## src/rtl/acc_pkg.sv

```systemverilog
// rtl/acc_pkg.sv - shared types, widths and default layer parameters for acc_ctrl
// Contents:
//   HIT_DEF/CH_IN_DEF/CH_OUT_DEF/PIPE_LAT_DEF  default layer geometry (56x56x64, 4-cycle pipe)
//   cw()                                       counter width helper, never below 1 bit
//   COL_W/IC_W/OC_W/DRN_W                      counter widths for the default geometry
//   state_t                                    sequencer state encoding
package acc_pkg;

    localparam int HIT_DEF      = 56;
    localparam int CH_IN_DEF    = 64;
    localparam int CH_OUT_DEF   = 64;
    localparam int PIPE_LAT_DEF = 4;

    // A modulus of 1 still needs a 1-bit register to keep port vectors legal.
    function automatic int cw(input int n);
        return (n > 1) ? $clog2(n) : 1;
    endfunction

    localparam int COL_W = cw(HIT_DEF);
    localparam int IC_W  = cw(CH_IN_DEF);
    localparam int OC_W  = cw(CH_OUT_DEF);
    localparam int DRN_W = cw(PIPE_LAT_DEF);

    typedef enum logic [2:0] {
        S_IDLE,
        S_LOAD_WHT,
        S_STREAM,
        S_DRAIN,
        S_OUTPUT,
        S_DONE
    } state_t;

endpackage

```

## src/rtl/acc_ctrl_loop_cnt.sv

```systemverilog
// rtl/acc_ctrl_loop_cnt.sv - modulo-MAX wrap counter with clear, increment and last flag
// Ports:
//   clk_i, rst_n_i  clock, asynchronous active-low reset
//   clr_i           force count to 0 (wins over inc_i)
//   inc_i           advance by one, wrapping MAX-1 -> 0
//   cnt_o           current count
//   last_o          count equals MAX-1
module loop_cnt
    import acc_pkg::*;
#(
    parameter int MAX = 4,
    parameter int W   = cw(MAX)
) (
    input  logic         clk_i,
    input  logic         rst_n_i,
    input  logic         clr_i,
    input  logic         inc_i,
    output logic [W-1:0] cnt_o,
    output logic         last_o
);

    localparam logic [W-1:0] LAST = W'(MAX - 1);

    logic [W-1:0] cnt_q;
    logic [W-1:0] cnt_d;

    always_comb begin
        cnt_d = cnt_q;
        if (clr_i) begin
            cnt_d = '0;
        end else if (inc_i) begin
            cnt_d = (cnt_q == LAST) ? '0 : cnt_q + 1'b1;
        end
    end

    always_ff @(posedge clk_i or negedge rst_n_i) begin
        if (!rst_n_i) begin
            cnt_q <= '0;
        end else begin
            cnt_q <= cnt_d;
        end
    end

    assign cnt_o  = cnt_q;
    assign last_o = (cnt_q == LAST);

endmodule

```

## src/rtl/acc_ctrl.sv

```systemverilog
// rtl/acc_ctrl.sv - oc x ic layer sequencer: weight fetch, fmap streaming, drain, output unload
// Ports:
//   clk, rst_n                 clock, asynchronous active-low reset
//   start, abort               level start (IDLE only), synchronous abort to IDLE
//   busy, done                 not-IDLE indicator, one-cycle completion pulse
//   wht_req/wht_ack, wht_oc/ic weight fetch handshake and the (oc, ic) being fetched
//   dp_valid, fmap_ic/col      column presented to the datapath
//   acc_clr, acc_last          first / last input channel qualifiers for dp_valid
//   out_valid/out_ready        finished-column unload handshake
//   out_oc, out_col            index of the column being unloaded
module acc_ctrl
    import acc_pkg::*;
#(
    parameter int HIT      = HIT_DEF,
    parameter int CH_IN    = CH_IN_DEF,
    parameter int CH_OUT   = CH_OUT_DEF,
    parameter int PIPE_LAT = PIPE_LAT_DEF
) (
    input  logic                  clk,
    input  logic                  rst_n,
    input  logic                  start,
    input  logic                  abort,
    output logic                  busy,
    output logic                  done,
    output logic                  wht_req,
    input  logic                  wht_ack,
    output logic [cw(CH_OUT)-1:0] wht_oc,
    output logic [cw(CH_IN)-1:0]  wht_ic,
    output logic                  dp_valid,
    output logic [cw(CH_IN)-1:0]  fmap_ic,
    output logic [cw(HIT)-1:0]    fmap_col,
    output logic                  acc_clr,
    output logic                  acc_last,
    output logic                  out_valid,
    input  logic                  out_ready,
    output logic [cw(CH_OUT)-1:0] out_oc,
    output logic [cw(HIT)-1:0]    out_col
);

    state_t state_q;

    logic [cw(HIT)-1:0]      col_cnt;
    logic [cw(CH_IN)-1:0]    ic_cnt;
    logic [cw(CH_OUT)-1:0]   oc_cnt;
    logic [cw(PIPE_LAT)-1:0] drn_cnt;
    logic col_last, ic_last, oc_last, drn_last;
    logic col_clr, col_inc, ic_clr, ic_inc, oc_clr, oc_inc, drn_clr, drn_inc;
    logic clr_all, out_hs;

    assign out_hs = (state_q == S_OUTPUT) && out_ready;

    always_ff @(posedge clk or negedge rst_n) begin
        if (!rst_n) begin
            state_q <= S_IDLE;
        end else if (abort) begin
            state_q <= S_IDLE;
        end else begin
            case (state_q)
                S_IDLE:     if (start)    state_q <= S_LOAD_WHT;
                S_LOAD_WHT: if (wht_ack)  state_q <= S_STREAM;
                S_STREAM:   if (col_last) state_q <= ic_last ? S_DRAIN : S_LOAD_WHT;
                S_DRAIN:    if (drn_last) state_q <= S_OUTPUT;
                S_OUTPUT:   if (out_hs && col_last) state_q <= oc_last ? S_DONE : S_LOAD_WHT;
                S_DONE:     state_q <= S_IDLE;
                default:    state_q <= S_IDLE;
            endcase
        end
    end

    // Counters are zeroed in IDLE and DONE so every index reads 0 whenever the block is idle.
    always_comb begin
        clr_all = abort || (state_q == S_IDLE) || (state_q == S_DONE);
        col_clr = clr_all || (state_q == S_LOAD_WHT) || (state_q == S_DRAIN);
        col_inc = (state_q == S_STREAM) || out_hs;
        ic_clr  = clr_all || (out_hs && col_last);
        ic_inc  = (state_q == S_STREAM) && col_last && !ic_last;
        oc_clr  = clr_all;
        oc_inc  = out_hs && col_last && !oc_last;
        drn_clr = clr_all || (state_q != S_DRAIN);
        drn_inc = (state_q == S_DRAIN);
    end

    loop_cnt #(.MAX(HIT)) u_col (
        .clk_i(clk), .rst_n_i(rst_n), .clr_i(col_clr), .inc_i(col_inc),
        .cnt_o(col_cnt), .last_o(col_last)
    );

    loop_cnt #(.MAX(CH_IN)) u_ic (
        .clk_i(clk), .rst_n_i(rst_n), .clr_i(ic_clr), .inc_i(ic_inc),
        .cnt_o(ic_cnt), .last_o(ic_last)
    );

    loop_cnt #(.MAX(CH_OUT)) u_oc (
        .clk_i(clk), .rst_n_i(rst_n), .clr_i(oc_clr), .inc_i(oc_inc),
        .cnt_o(oc_cnt), .last_o(oc_last)
    );

    loop_cnt #(.MAX(PIPE_LAT)) u_drn (
        .clk_i(clk), .rst_n_i(rst_n), .clr_i(drn_clr), .inc_i(drn_inc),
        .cnt_o(drn_cnt), .last_o(drn_last)
    );

    // Outputs decode only registered state and counters; no input reaches an output directly.
    assign busy      = (state_q != S_IDLE);
    assign done      = (state_q == S_DONE);
    assign wht_req   = (state_q == S_LOAD_WHT);
    assign dp_valid  = (state_q == S_STREAM);
    assign out_valid = (state_q == S_OUTPUT);
    assign acc_clr   = dp_valid && (ic_cnt == '0);
    assign acc_last  = dp_valid && ic_last;
    assign wht_oc    = oc_cnt;
    assign wht_ic    = ic_cnt;
    assign fmap_ic   = ic_cnt;
    assign fmap_col  = col_cnt;
    assign out_oc    = oc_cnt;
    assign out_col   = col_cnt;

endmodule

```

## config.mk

```make
export PLATFORM = sky130hd
export DESIGN_NAME = acc_ctrl
export DESIGN_NICKNAME = d
export VERILOG_FILES = /design/src/rtl/acc_pkg.sv /design/src/rtl/acc_ctrl_loop_cnt.sv /design/src/rtl/acc_ctrl.sv
export SDC_FILE = /design/constraint.sdc
export NUM_CORES = 1
export LEC_CHECK = 0
export BUFFER_PORTS_ARGS = -buffer_cell sky130_fd_sc_hd__buf_2
export CAP_MARGIN = 20
export CELL_PAD_IN_SITES_DETAIL_PLACEMENT = 0
export CELL_PAD_IN_SITES_GLOBAL_PLACEMENT = 1
export CORE_MARGIN = 3
export CORE_UTILIZATION = 40
export CTS_BUF_LIST = sky130_fd_sc_hd__clkbuf_8 sky130_fd_sc_hd__clkbuf_16
export DETAILED_ROUTE_END_ITERATION = 12
export PLACE_DENSITY_LB_ADDON = 0.1
export SETUP_SLACK_MARGIN = 0.4
export SYNTH_ARGS = -nofsm -noshare
export SYNTH_HDL_FRONTEND = slang
export SYNTH_SLANG_ARGS = --single-unit
export TNS_END_PERCENT = 5
```

## constraint.sdc

```tcl
create_clock -name clk -period 2.7 [get_ports clk]
set_clock_uncertainty 0.1 [all_clocks]
set_input_delay 0 -clock clk [delete_from_list [all_inputs] [get_ports clk]]
set_output_delay 0 -clock clk [all_outputs]
set_load 0.02 [all_outputs]
```

# Yosys cells after proc, flatten, opt, wreduce, memory -nomap -nowiden
# Index checks and enable logic that the tools add are counted.
# W data, S select, Z words.
[classes]
n_reduce_logical = 24
n_eq_ne = 15
n_mux = 21
add_sub_neg = 4
[ops]
columns = ["op", "n"]
rows = [
  ["$mux W6", 9],
  ["$mux W3", 7],
  ["$add A6 B1 Y6 const B", 3],
  ["$eq A6 B6 Y1 const B", 3],
  ["$pmux W3 S5", 1],
  ["$ne A3 B2 Y1 const B", 4],
  ["$mux W2", 4],
  ["$reduce_bool A2 Y1", 4],
  ["$logic_and A1 B1 Y1", 7],
  ["$logic_or A1 B1 Y1", 7],
  ["$eq A3 B2 Y1 const B", 2],
  ["$eq A3 B3 Y1 const B", 2],
  ["$logic_not A6 Y1", 1],
  ["$ne A3 B3 Y1 const B", 2],
  ["$reduce_and A5 Y1", 1],
  ["$eq A3 B1 Y1 const B", 1],
  ["$logic_not A3 Y1", 1],
  ["$reduce_bool A3 Y1", 1],
  ["$add A2 B1 Y2 const B", 1],
  ["$eq A2 B2 Y1 const B", 1],
  ["$logic_not A1 Y1", 2],
]
[word_totals]
word_cells = 69
in_bits = 6
out_inout_bits = 43
regBits = 23

# Logic depth before layout (Yosys ltp)
[logic_depth]
ltp_word = 6
depth_mapped = 6
depth_no_buf = 6

# Hierarchy
# From an unflattened synthesis, not the netlist that was laid out.
[unflattened]
hier_cells = 172
area_unflattened_um2 = 1596.5
[by_module_without_submodules]
columns = ["module", "area_each_um2", "seq_area_each_um2", "cells_each", "instances"]
rows = [
  ["loop_cnt (u_ic ...)", 320.3, 150.1, 32, 2],
  ["acc_ctrl", 539.3, 75.1, 66, 1],
  ["loop_cnt (u_col)", 316.6, 150.1, 34, 1],
  ["loop_cnt (u_drn)", 100.1, 50.0, 8, 1],
]

# Least setup slack after synthesis
# OpenSTA, ideal clock, no wires.
[synth_timing]
path_type = "reg2reg"
start = "register u_col.cnt_q[0], in the netlist u_col.cnt_o[0]"
end = "register u_oc.cnt_q[3], in the netlist u_oc.cnt_o[3]"
arrival_time_ns = 1.746
path_stages_with_launch = 6
setup_ns = 0.077
n_path_buf = 0
setup_slack_ns = 0.776
required_ns = 2.523
cell_sequence = "dfrtp_1 ha_1 and4b_1 nand3_2 or4_1 a21oi_1"
[synth_between]
elab_chain_len = 4
[synth_lines]
columns = ["element", "line_no", "text"]
rows = [
  ["from (decl)", "acc_ctrl_loop_cnt.sv:24", "logic [W-1:0] cnt_q;"],
  ["from (signal assigned)", "acc_ctrl_loop_cnt.sv:40", "cnt_q <= cnt_d;"],
  ["$eq A6 B6 Y1", "acc_ctrl_loop_cnt.sv:45", "assign last_o = (cnt_q == LAST);"],
  ["$logic_and A1 B1 Y1 (2 in a row)", "acc_ctrl.sv:78", "oc_inc = out_hs && col_last && !oc_last;"],
  ["$reduce_bool A2 Y1 (no source line)", "-", ""],
  ["to (signal assigned)", "acc_ctrl_loop_cnt.sv:40", ""],
  ["to (decl)", "acc_ctrl_loop_cnt.sv:24", ""],
]
# No other way between the ends.
# A chain may end at the register's enable or synchronous reset.

# Worst setup path after layout
[layout_timing]
start = "register u_col.cnt_q[1], in the netlist u_col.cnt_o[1]"
end = "register u_oc.cnt_q[3], in the netlist u_oc.cnt_o[3]"
# Same word-level chain as after synthesis.

==> results.md <==
Outcome:
- The run finished with clean final reports.

Timing:
- The shortest clock period the worst path allows after layout is approximately 2.1 ns.
- Of the available clock period, the critical path in the final layout requires approximately four fifths.
- The maximum clock frequency is around 470 MHz.
- At the pin with the least slew margin, the transition time is 0.545 ns.
- The worst pin sits at a relative slew slack of a little under two thirds.
- The number of endpoints with negative hold slack in the final report was 0.
- Setup violations remaining at the end of the flow were counted as 0.
- Setup repair after global routing left no endpoint under its margin.
- The number of pins with negative max-slew slack in the final report is 0.
- The final-layout setup total negative slack is 0 ns.

Layout:
- The sequential cell area in the final layout is 576 um^2.
- In the final layout, the multi-input gates occupy about 800 um^2.
- The net count of the finished layout is around 220.
- The number of antenna cells inserted is 0.
- Cells with a size suffix above 1 make up 28.9% of the layout.
- The layout has between 300 and 400 filler cells.
- The core occupancy in the finished layout is around 47%.
- In the layout the commonest cells are buf_2 (48), dfrtp_1 (23), nor2_1 (14).
- The most common library cell in the layout ignoring fill and taps is buf_2.
- Relative to the synthesized area, the layout overhead comes to 11.7%.

Floorplan:
- The die extent in y is approximately 69 um.
- The core outline area is 3740 um^2.
- The count of standard-cell rows is 22.
- The die covers about 4800 um^2.
- The starting density of the core is 42.4%.
- The x dimension of the die is roughly 69 um.
- The count of pins on the block boundary is 49.

Logic synthesis:
- The most used flip-flop cell after synthesis is dfrtp_1.
- A synthesized cell averages 9.02 um^2.
- During synthesis, Yosys emitted a total of 0 warnings.
- The share of synthesized flip-flops with an asynchronous set or reset is 100%.
- The count of flip-flops with a built-in enable after synthesis is 0.
- The share of the yosys chip area belonging to registers is between 30 and 40%.
- The library cell with the largest summed area after synthesis is dfrtp_1.
- Counting distinct cell types in the post-synthesis netlist gives 46.
- The summed instance area of the synthesized netlist is 1590 um^2.
- The number of cells produced by synthesis is between 150 and 200.
- Ranked by total cell area, the synthesized netlist is headed by dfrtp_1 (36%), buf_4 (9.0%), a21oi_1 (4.1%), ha_1 (3.9%), nor2_1 (3.3%).
- The flop and latch count out of synthesis is 23.
- The area share of the largest cell type after synthesis is a little over a third.
- The net count after synthesis is around 190.

Route:
- Dividing the detail-routed wire length by the instance count gives ~14 um.
- The average via count per standard cell is around 5.3.
- The via total after detailed routing is roughly 1300.
- The count of nets left with antenna violations once routing finished came out at 0.
- For this run, design rule violations remaining after detail routing come to 0.
- The first detailed-routing pass ran for 4 iterations.
- The initial detailed-routing violation count is about 140.
- Summed over all layers, the routed wires come to 3520 um.

Pwr:
- After layout, the design draws a total of approximately 0.00084 W.
- The leakage power of the design is between 0.8 and 0.9 nW.
- The total power per unit cell area is between 400 and 500 nW/um^2.
- The maximum vdd drop is 0.235 mV.

Setup path:
- The start of the worst register-to-register path is u_col.cnt_o[1].
- The start point of the critical path is u_col.cnt_o[1].
- The critical path data required time is 2.80 ns.
- STA classifies the critical path startpoint as a register.
- Data on the critical path arrives at its endpoint at about 2.2 ns.
- The kind of end point of the critical path is a register.
- The worst setup path is of the register to register kind.
- The setup slack of the worst register-to-register path is between 0.5 and 0.6 ns.
- The top fanout value on the critical path is 13.

Placement:
- Buffers placed on the I/O ports in this run total 48.
- After legalization and detailed placement, the total HPWL measured between 2000 and 3000 um.
- Routability-driven placement finished with a final weighted congestion of 0.744.

Clocking:
- The TritonCTS clock tree is done.
- The number of gates resized after CTS is 0.
- In this run, CTS created clock tree buffers numbering 3.
- The insertion delay of the later-clocked pin in the worst-skew pair is ~0.27 ns.
- The cell sitting at the root of the clock tree is a clkbuf_8.
- In this run the deepest clock path goes through 2 buffers.
- The total clock sinks is 23.
- The number of setup buffers added after CTS is 0.
- The number of hold buffers added after CTS is 2.
- The deepest level of the CTS H-tree is 1.
- The clock-pin slew on the worst setup and hold paths is roughly 0.090 ns.

GRT:
- The maximum number of pins on one net before global-route repair is 24.
- The remaining global-route overflow is 0.
- The via count of the first global-routing pass was 1273.
- The first global-routing pass estimated between 6000 and 7000 um of wire.
- The combined global-route utilization of all metal layers is between 10% and 20%.
- The number of antenna violations at the first check in global routing is 0.

Worst hold path:
- The startpoint of the worst hold path is wht_ack.
- The min-delay analysis places its worst path in the category input port to register.

Flow run:
- Max-cap violations in this run came to 0.
Yosys cell counts, types with 2 or more instances:
library cell and n:
and4_1 2, buf_4 19, nor2b_1 3, nor3_1 8, mux2i_1 4, nand3_1 8, a21oi_1 13, inv_1 7
o31ai_1 4, o21bai_1 2, xnor2_1 6, a21o_1 2, clkbuf_2 2, and4b_1 2, or3_1 5, o21ai_0 5
dfrtp_1 23, nor3b_1 3, nor2_1 14, or4_1 2, a21boi_0 2, a31oi_1 2, clkbuf_1 3, nand2_1 5
and3_1 4, nand4b_1 2, ha_1 5
routing by layer:
metal | share of wire [%] | GRT usage [%] | vias up
li1 | - | - | 676
met1 | 49 | 21.0 | 615
met2 | 45 | 23.8 | 30
met3 | 4.4 | 2.33 | 5
met4 | 1.4 | 5.42 | 0
met5 | 0 | 0 | -
stage by stage:
step                area (um^2)  instances  worst slack [ns]  hold WS [ns]
finish                     1770        252             0.580        0.0529
global route               1770        252             0.417        0.0894
CTS                        1770        252             0.569        0.0563
detailed placement         1710        246             0.602       -0.0699
global placement           1710        246             0.664       -0.0830
floorplan                  1590        176             0.776        -0.396
worst max-delay path, cell delays in order, from the launching register on:
cell and delay (ns):
dfrtp_1 0.43, ha_1 0.22, and4b_1 0.33, nand3_2 0.26, or4_1 0.56, a21oi_1 0.15
path summary, 6_finish.rpt:
kind | to | cells after the start
worst max-delay path | u_oc.cnt_o[3] | 5
worst min register to register | u_drn.cnt_o[0] | 1
worst min-delay path | state_q[1] | 4
min in group asynchronous | u_drn.cnt_o[1] | 2
max in group asynchronous | u_col.cnt_o[0] | 2
worst max register to register | u_oc.cnt_o[3] | 5
power by group:
part	total, W	switching [W]	internal [W]
sequential	0.000407	0.0000503	0.000357
combinational	0.000211	0.000118	0.0000926
clock	0.000223	0.000120	0.000103
area by class of cell:
type	instances	share of cell area [%]
clock buffers	3	2.33
clock inverters	1	0.282
inverters	8	1.69
multi-input cells	119	45.2
flip-flops and latches	23	32.4
well taps	48	3.39
repair buffers	50	14.7
registers in the layout (all words and copies together) (netlist names):
name         count
state_q          3
u_col.cnt_o      6
u_drn.cnt_o      2
u_ic.cnt_o       6
u_oc.cnt_o       6
kinds of logic after synthesis:
kind of cell	after synthesis	synth area share, %
compound gates	38	16.0
flops	23	36.2
fa+ha+maj	5	3.94
buf+inv	34	13.2
mux	4	2.52
simple gates	65	24.2
xor+xnor	7	3.86
Note: power is estimated with default switching activity, not from simulation.
